### src/rtl/msg_severity_collector.sv
`default_nettype none
// ============================================================================
// Module   : msg_severity_collector
// Purpose  : Sink for severity-tagged message events. Accepts one event per
//            cycle over valid/ready, keeps saturating WARN/ERROR counts,
//            buffers events in a small FIFO toward a log consumer and halts
//            intake on a FATAL event or when the error threshold is reached.
// Ports    : clk, rst_n (async, active-low)
//            ev_valid/ev_ready/ev_sev/ev_id      - event intake
//            log_valid/log_ready/log_sev/log_id  - FIFO head toward logger
//            warn_cnt, err_cnt                   - accepted WARN/ERROR counts
//            halted                              - intake stopped
//            clr                                 - clear counters / resume
// Options  : MSG_INFO_FILTER_EN - INFO events complete the handshake but are
//            not written into the FIFO.
// Revision : 1.0 - initial release
// ============================================================================
module msg_severity_collector #(
  parameter int ID_W      = 8,
  parameter int CNT_W     = 16,
  parameter int DEPTH     = 4,
  parameter int ERR_LIMIT = 3
) (
  input  logic             clk,
  input  logic             rst_n,
  input  logic             ev_valid,
  output logic             ev_ready,
  input  logic [1:0]       ev_sev,
  input  logic [ID_W-1:0]  ev_id,
  output logic             log_valid,
  input  logic             log_ready,
  output logic [1:0]       log_sev,
  output logic [ID_W-1:0]  log_id,
  output logic [CNT_W-1:0] warn_cnt,
  output logic [CNT_W-1:0] err_cnt,
  output logic             halted,
  input  logic             clr
);

  localparam int AW = $clog2(DEPTH);
  localparam int PW = AW + 1;

  localparam logic [1:0] SEV_INFO  = 2'd0;
  localparam logic [1:0] SEV_WARN  = 2'd1;
  localparam logic [1:0] SEV_ERROR = 2'd2;
  localparam logic [1:0] SEV_FATAL = 2'd3;

  localparam logic [CNT_W-1:0] LIMIT_C = CNT_W'(ERR_LIMIT);

  typedef enum logic [0:0] {
    RUN  = 1'b0,
    HALT = 1'b1
  } state_t;

  state_t           state, state_nx;
  logic [PW-1:0]    wr_ptr, rd_ptr;
  logic [1:0]       sev_mem [DEPTH];
  logic [ID_W-1:0]  id_mem  [DEPTH];
  logic [CNT_W-1:0] warn_nx, err_nx;

  logic full, empty, accept, push, pop, clr_ok, logged, limit_hit;

  function automatic logic [CNT_W-1:0] sat_inc(input logic [CNT_W-1:0] v);
    return (&v) ? v : v + CNT_W'(1);
  endfunction

  assign full  = (wr_ptr[PW-1] != rd_ptr[PW-1]) &&
                 (wr_ptr[PW-2:0] == rd_ptr[PW-2:0]);
  assign empty = (wr_ptr == rd_ptr);

  // Ready depends only on the state register and the pointer registers.
  assign ev_ready  = (state == RUN) && !full;
  assign halted    = (state == HALT);
  assign log_valid = !empty;

  // Head is forced to zero when empty so the outputs read zero straight out
  // of reset without needing to reset the storage array.
  assign log_sev = empty ? 2'd0       : sev_mem[rd_ptr[AW-1:0]];
  assign log_id  = empty ? '0         : id_mem[rd_ptr[AW-1:0]];

  assign accept = ev_valid && ev_ready;
  assign pop    = log_valid && log_ready;

`ifdef MSG_INFO_FILTER_EN
  assign logged = (ev_sev != SEV_INFO);
`else
  assign logged = 1'b1;
`endif

  assign push = accept && logged;

  // A clear in HALT only counts once the FIFO has fully drained.
  assign clr_ok = clr && ((state == RUN) || empty);

  always_comb begin
    warn_nx   = clr_ok ? '0 : warn_cnt;
    err_nx    = clr_ok ? '0 : err_cnt;
    limit_hit = 1'b0;
    state_nx  = state;
    // Clear is applied before the increment of a same-cycle accept.
    if (accept && (ev_sev == SEV_WARN))  warn_nx = sat_inc(warn_nx);
    if (accept && (ev_sev == SEV_ERROR)) err_nx  = sat_inc(err_nx);
    if ((ERR_LIMIT != 0) && (err_nx >= LIMIT_C)) limit_hit = 1'b1;
    case (state)
      RUN: begin
        if (accept && ((ev_sev == SEV_FATAL) ||
                       ((ev_sev == SEV_ERROR) && limit_hit)))
          state_nx = HALT;
      end
      HALT: begin
        if (clr_ok) state_nx = RUN;
      end
      default: state_nx = RUN;
    endcase
  end

  always_ff @(posedge clk or negedge rst_n) begin
    if (!rst_n) begin
      state    <= RUN;
      wr_ptr   <= '0;
      rd_ptr   <= '0;
      warn_cnt <= '0;
      err_cnt  <= '0;
    end else begin
      state    <= state_nx;
      warn_cnt <= warn_nx;
      err_cnt  <= err_nx;
      if (push) wr_ptr <= wr_ptr + PW'(1);
      if (pop)  rd_ptr <= rd_ptr + PW'(1);
    end
  end

  // Storage needs no reset: it is only observed through a non-empty head.
  always_ff @(posedge clk) begin
    if (push) begin
      sev_mem[wr_ptr[AW-1:0]] <= ev_sev;
      id_mem[wr_ptr[AW-1:0]]  <= ev_id;
    end
  end

endmodule
`default_nettype wire

### config.mk
export PLATFORM = sky130hd
export DESIGN_NAME = msg_severity_collector
export DESIGN_NICKNAME = d
export VERILOG_FILES = /design/src/rtl/msg_severity_collector.sv
export SDC_FILE = /design/constraint.sdc
export NUM_CORES = 1
export LEC_CHECK = 0
export BUFFER_PORTS_ARGS = -buffer_cell sky130_fd_sc_hd__buf_4
export CORE_MARGIN = 2
export CORE_UTILIZATION = 53
export CTS_BUF_LIST = sky130_fd_sc_hd__clkbuf_8
export DETAILED_ROUTE_END_ITERATION = 10
export HOLD_SLACK_MARGIN = 0.15
export PLACE_DENSITY = 0.87
export SYNTH_ARGS = -nofsm -noshare
export SYNTH_HDL_FRONTEND = slang
export SYNTH_SLANG_ARGS = --single-unit
### constraint.sdc
create_clock -name clk -period 3.2 [get_ports clk]
set_input_delay 0.32 -clock clk [delete_from_list [all_inputs] [get_ports clk]]
set_output_delay 0.32 -clock clk [all_outputs]
set_load 0.01 [all_outputs]
---- Yosys cells after proc, flatten, opt, wreduce, memory -nomap -nowiden ----
Memories as Yosys holds them, arrays and structs flattened.
Cells that the tools add are included.
storage, ports and cells
  flip-flop bits (word level) ............. 39
  bits in writable memories ............... 40
  input bits .............................. 15
  output and inout port bits .............. 45
  logic and storage cells ................. 48
  memories kept ........................... 2
memories
  name     words  bits a word  rd ports  clocked after memory_dff  wr ports  line  text
  id_mem   4      8            1         0                         1         58    logic [ID_W-1:0] id_mem [DEPTH];
  sev_mem  4      2            1         0                         1         57    logic [1:0] sev_mem [DEPTH];
cells by class
  $add $sub $neg .......................... 4
  order comparisons ....................... 1
  eq/ne operators ......................... 6
  multiplexer cells ....................... 14
  bitwise operators ....................... 1
  reduce and logical (&&, ||, !) cells .... 15
operator list
  kind                                                                count
  2-to-1 mux 16 bit                                                   6
  adder 16 x 1 -> 16 bit, second input constant                       2
  AND reduction 16 bit                                                2
  greater-or-equal comparator 16 x 2 -> 1 bit, second input constant  1
  logical AND 1 bit                                                   9
  2-to-1 mux 8 bit                                                    1
  adder 3 x 1 -> 3 bit, second input constant                         2
  2-to-1 mux 1 bit                                                    5
  equality test 2 bit, second input constant                          2
  equality test 3 bit                                                 1
  equality test 2 x 1 -> 1 bit, second input constant                 1
  equality test 2 bit                                                 1
  logical NOT 1 bit                                                   2
  logical OR 1 bit                                                    2
  2-to-1 mux 2 bit                                                    1
  case mux 1 bit (2 select lines)                                     1
  inequality test 1 bit                                               1
  NOT 1 bit                                                           1

---- Depth between registers and ports, before layout ----
  word-level depth ........................ 14
  gate-level depth with buffers ........... 13
  mapped depth without buffers ............ 10

---- Worst setup path before layout ----
Ideal clock, no wire load.
  kind .................................... register to register
  from .................................... register rd_ptr[0]
  to ...................................... register state, in the netlist halted
  data arrival time ....................... 3174 ps
  data required time ...................... 3055 ps
  setup slack ............................. -118 ps
  cell stages (with the launch flop) ...... 14
  cells stage by stage .................... dfrtp_1 -> xnor2_1 -> a41oi_2 -> buf_2 -> clkbuf_1 -> and2_1 -> ha_1 -> nand4_1 -> nor4_1 -> clkbuf_1 -> o21a_1 -> o221ai_1 -> nor4_1 -> a41oi_1
between the ends
  longest elaborated chain between the ends .. 14
RTL lines
  item                                                        line     text
  start, declared                                             56       logic [PW-1:0] wr_ptr, rd_ptr;
  start signal, assigned                                      129      if (pop) rd_ptr <= rd_ptr + PW'(1);
  equality test 3 bit or equality test 2 bit (tied branches)  69, 68
  logical OR 1 bit or logical AND 1 bit (tied branches)       93, 67
  logical AND 1 bit or logical NOT 1 bit (tied branches)      93, 72
  2-to-1 mux 16 bit or logical AND 1 bit (tied branches)      97, 72
  adder 16 x 1 -> 16 bit (tied with other cells)              64       return (&v) ? v : v + CNT_W'(1);
  2-to-1 mux 16 bit or logical AND 1 bit (tied branches)      64, 102
  2-to-1 mux 16 bit                                           102      if (accept && (ev_sev == SEV_ERROR)) err_nx = sat_inc(err_nx);
  greater-or-equal comparator 16 x 2 -> 1 bit                 103      if ((ERR_LIMIT != 0) && (err_nx >= LIMIT_C)) limit_hit = 1'b1;
  2-to-1 mux 1 bit                                            103
  logical AND 1 bit                                           107      ((ev_sev == SEV_ERROR) && limit_hit)))
  logical OR 1 bit                                            106      if (accept && ((ev_sev == SEV_FATAL) ||
  logical AND 1 bit                                           106
  2-to-1 mux 1 bit                                            106
  case mux 1 bit (2 select lines) (*)                         104      case (state)
  via state_nx                                                55       state_t state, state_nx;
  end signal, assigned                                        125      state <= state_nx;
  end, declared                                               55
The timed path passes the listed nets; every way through them passes the cells marked *.
A chain may end at the register's enable or synchronous reset.

---- Final worst setup path ----
  from .................................... register wr_ptr[0]
  to ...................................... register state, in the netlist halted
between the ends
  longest elaborated chain between the ends .. 14
RTL lines
  item                                                        line     text
  start, declared                                             56
  start signal, assigned                                      128      if (push) wr_ptr <= wr_ptr + PW'(1);
  equality test 3 bit or equality test 2 bit (tied branches)  69, 68
  logical OR 1 bit or logical AND 1 bit (tied branches)       93, 67
  logical AND 1 bit or logical NOT 1 bit (tied branches)      93, 72
  2-to-1 mux 16 bit or logical AND 1 bit (tied branches)      97, 72
  adder 16 x 1 -> 16 bit (tied with other cells)              64
  2-to-1 mux 16 bit or logical AND 1 bit (tied branches)      64, 102
  2-to-1 mux 16 bit (*)                                       102
  via err_nx[7]                                               59       logic [CNT_W-1:0] warn_nx, err_nx;
  greater-or-equal comparator 16 x 2 -> 1 bit (*)             103
  2-to-1 mux 1 bit (*)                                        103
  logical AND 1 bit (*)                                       107
  logical OR 1 bit (*)                                        106
  logical AND 1 bit (*)                                       106
  2-to-1 mux 1 bit (*)                                        106
  case mux 1 bit (2 select lines) (*)                         104
  via state_nx                                                55
Marks and branches as above.

==> impl_metrics.yaml <==
sta:
  final_hold_viol_count: 0
  setup_ws_ns: 0.228
  finClkSkew_ns: 0.00770
  finalSetupViolations: 0
  relSlewSlack_pct: 60.2
  slew_violations: 0
  hold_ws_ns: 0.159
  fmax_mhz: 337
  period_needed_ns: 2.97
  post-route-period-util_pct: 92.9
  grt_setup_unrepaired: "no"
  worst_slew_pin_slew_ns: 0.597
  fin_tns_setup_ns: 0
pwr:
  switching_share_pct: 34.9
  power_density_nw_per_um2: 717
  vdd_drop_max_v: 0.000327
  internal_power_mw: 2.24
  pwr-share-comb_pct: 38.5
  p_leak_nw: 1.87
  p_clk_share_pct: 22.3
  pwr-share-seq_pct: 39.2
  switchingPower_mw: 1.20
clocking:
  cts.sinks: 79
  cts_buffers: 9
  cts_tree: "yes"
  root_buffer: "clkbuf_8"
  h-tree-depth: 3
  clkTransAtPathRegs_ns: 0.09
  clock_latency_ns: 0.36
  clk_path_buf_depth: 2
floorplan:
  start_util_pct: 54.5
  core_um2: 7250
  die-area_um2: 8160
  rows: 31
  io_pins: 60
  die_x_um: 90.3
  fp.dieH_um: 90.3
logic_synthesis:
  syn-cell-area_um2: 3950
  yosys_warnings: 0
  syn_inst: 322
  async_flop_share_pct: 49.4
  synth_edf_count: 40
  synth_area_per_cell_um2: 12.3
  ys_seq_area_share_pct: 55.1
  ys.flop_type: "edfxtp_1"
  synth_cell_types: 61
  syn-num-nets: 344
  ys_ff_latch: 79
placed_design:
  portBuffers: 59
  hpwl_um: 6160
  pre_cts_ws_ns: 0.268
  place.gp.congestion: 0.911
cells_and_area:
  layout_common_cells: "68 x buf_4, 40 x edfxtp_1, 39 x dfrtp_1"
  mostFrequentLayoutCell: "buf_4"
  drive_gt1_share_pct: 26.6
  area_growth_pct: 21.1
  layout.nets: 415
  n_antenna_cell: 0
critical_path:
  critical_path_class: "reg2reg"
  ff2ff_setup_slack_ns: 0.23
  crit_required_ns: 3.42
  worstRegToRegCells: 11
  startpoint_type: "flop"
  crit_fanout: 12
  arrival_ns: 3.19
  end_kind: "flop"
detailed_routing:
  dr.pass1.iters: 5
  drt_iter0_drc: 282
  ant_nets: 0
  via_per_inst: 5.95
  vias: 2959
  routed_wl_um: 8980
  avgRoutedWirePerCell_um: 18.1
  drc: 0
global_route:
  grt_pass1_wl_um: 14900
  grt_pass1_vias: 2964
  antenna_found_initial: 0
  grt_overflow: 0
  gr-usage-all-layers_pct: 22.9
  grt_max_degree: 40
hold_path:
  min_path_type: "in2reg"
  min_path_cells: 1
job:
  maxCapViolations: 0
status:
  status: "completed"
synth_stat cells (all sizes together) (10+ instances only):
master / instances / share of area, %
nand4: 12 / 2.1
xor2: 10 / 2.4
xnor2: 13 / 3.1
and2: 21 / 3.3
dfrtp: 39 / 25
nor2: 12 / 1.1
edfxtp: 40 / 30
nand2: 22 / 2.1
nand3: 12 / 1.5
a21oi: 10 / 1.3
mux4: 10 / 5.7
final cells by class:
class | count | area, um^2
clock inverters | 7 | 78.8
fillers | 551 | 2470
well taps | 99 | 124
flip-flops and latches | 79 | 2180
inverters | 8 | 30.0
clock buffers | 9 | 124
repair buffers | 73 | 561
multi-input cells | 222 | 1690
cell families (layout without fill, tap and decap cells):
family	after synthesis	in the layout	synth area share, %
and+or+nand+nor	125	125	18.4
DFF	79	79	55.1
AOI/OAI and AO/OA	52	52	9.50
xor gates and xnor gates	23	23	5.48
buffers and inverters	21	97	2.25
muxes	15	15	7.06
adders and majority gates	7	7	2.22
state kept, by name (all words and copies together), names as in the netlist:
signal and flops:
warn_cnt 16, err_cnt 16, halted 1, id_mem 32, rd_ptr 3, sev_mem 8
wr_ptr 3
worst paths after layout:
kind	from	end
max in group asynchronous	rst_n	err_cnt[6]
hold reg to reg	warn_cnt[14]	warn_cnt[14]
hold / removal	ev_id[5]	id_mem[2][5]
setup / recovery	wr_ptr[0]	halted
min in group asynchronous	rst_n	err_cnt[8]
setup reg to reg	wr_ptr[0]	halted
power by group through the flow:
stage	clock (mW)	sequential, mW	combinational [mW]
after floorplan	0	1.36	0.802
after global placement	0	1.35	1.27
after detailed placement	0	1.37	1.31
after CTS	0.774	1.35	1.33
after global routing	0.818	1.36	1.44
final	0.767	1.34	1.32
stage by stage:
stage	util, %	power (mW)	std cells	cell area (um^2)
2_1_floorplan	-	2.17	322	3960
3_3_place_gp	62.5	2.62	476	4530
3_5_place_dp	62.5	2.68	476	4530
4_1_cts	65.8	3.45	496	4780
5_1_grt	66.0	3.61	497	4790
6_report	66.0	3.43	497	4790
critical path, stage by stage (launching register included):
cell,delay (ns)
dfrtp_1,0.46
xnor2_1,0.42
a41oi_2,0.22
and2_1,0.23
ha_1,0.21
nand4_1,0.11
nor4_2,0.06
buf_4,0.18
o311ai_0,0.30
o31ai_1,0.15
nor4_1,0.31
a41oi_1,0.17
layer usage:
| metal | vias up | GRT usage [%] | share of wire [%] |
|---|---|---|---|
| li1 | 1377 | - | - |
| met1 | 1472 | 30.9 | 44 |
| met2 | 93 | 37.2 | 49 |
| met3 | 17 | 3.92 | 5.2 |
| met4 | 0 | 9.36 | 2.0 |
| met5 | - | 0 | 0 |
timing repair:
| action | in CTS | in global routing |
|---|---|---|
| gates resized for setup | 0 | 0 |
| hold endpoints to repair | 50 | 3 |
| setup buffers | 0 | 0 |
| hold buffers | 4 | 1 |
Note: power is estimated with default switching activity, not from simulation.
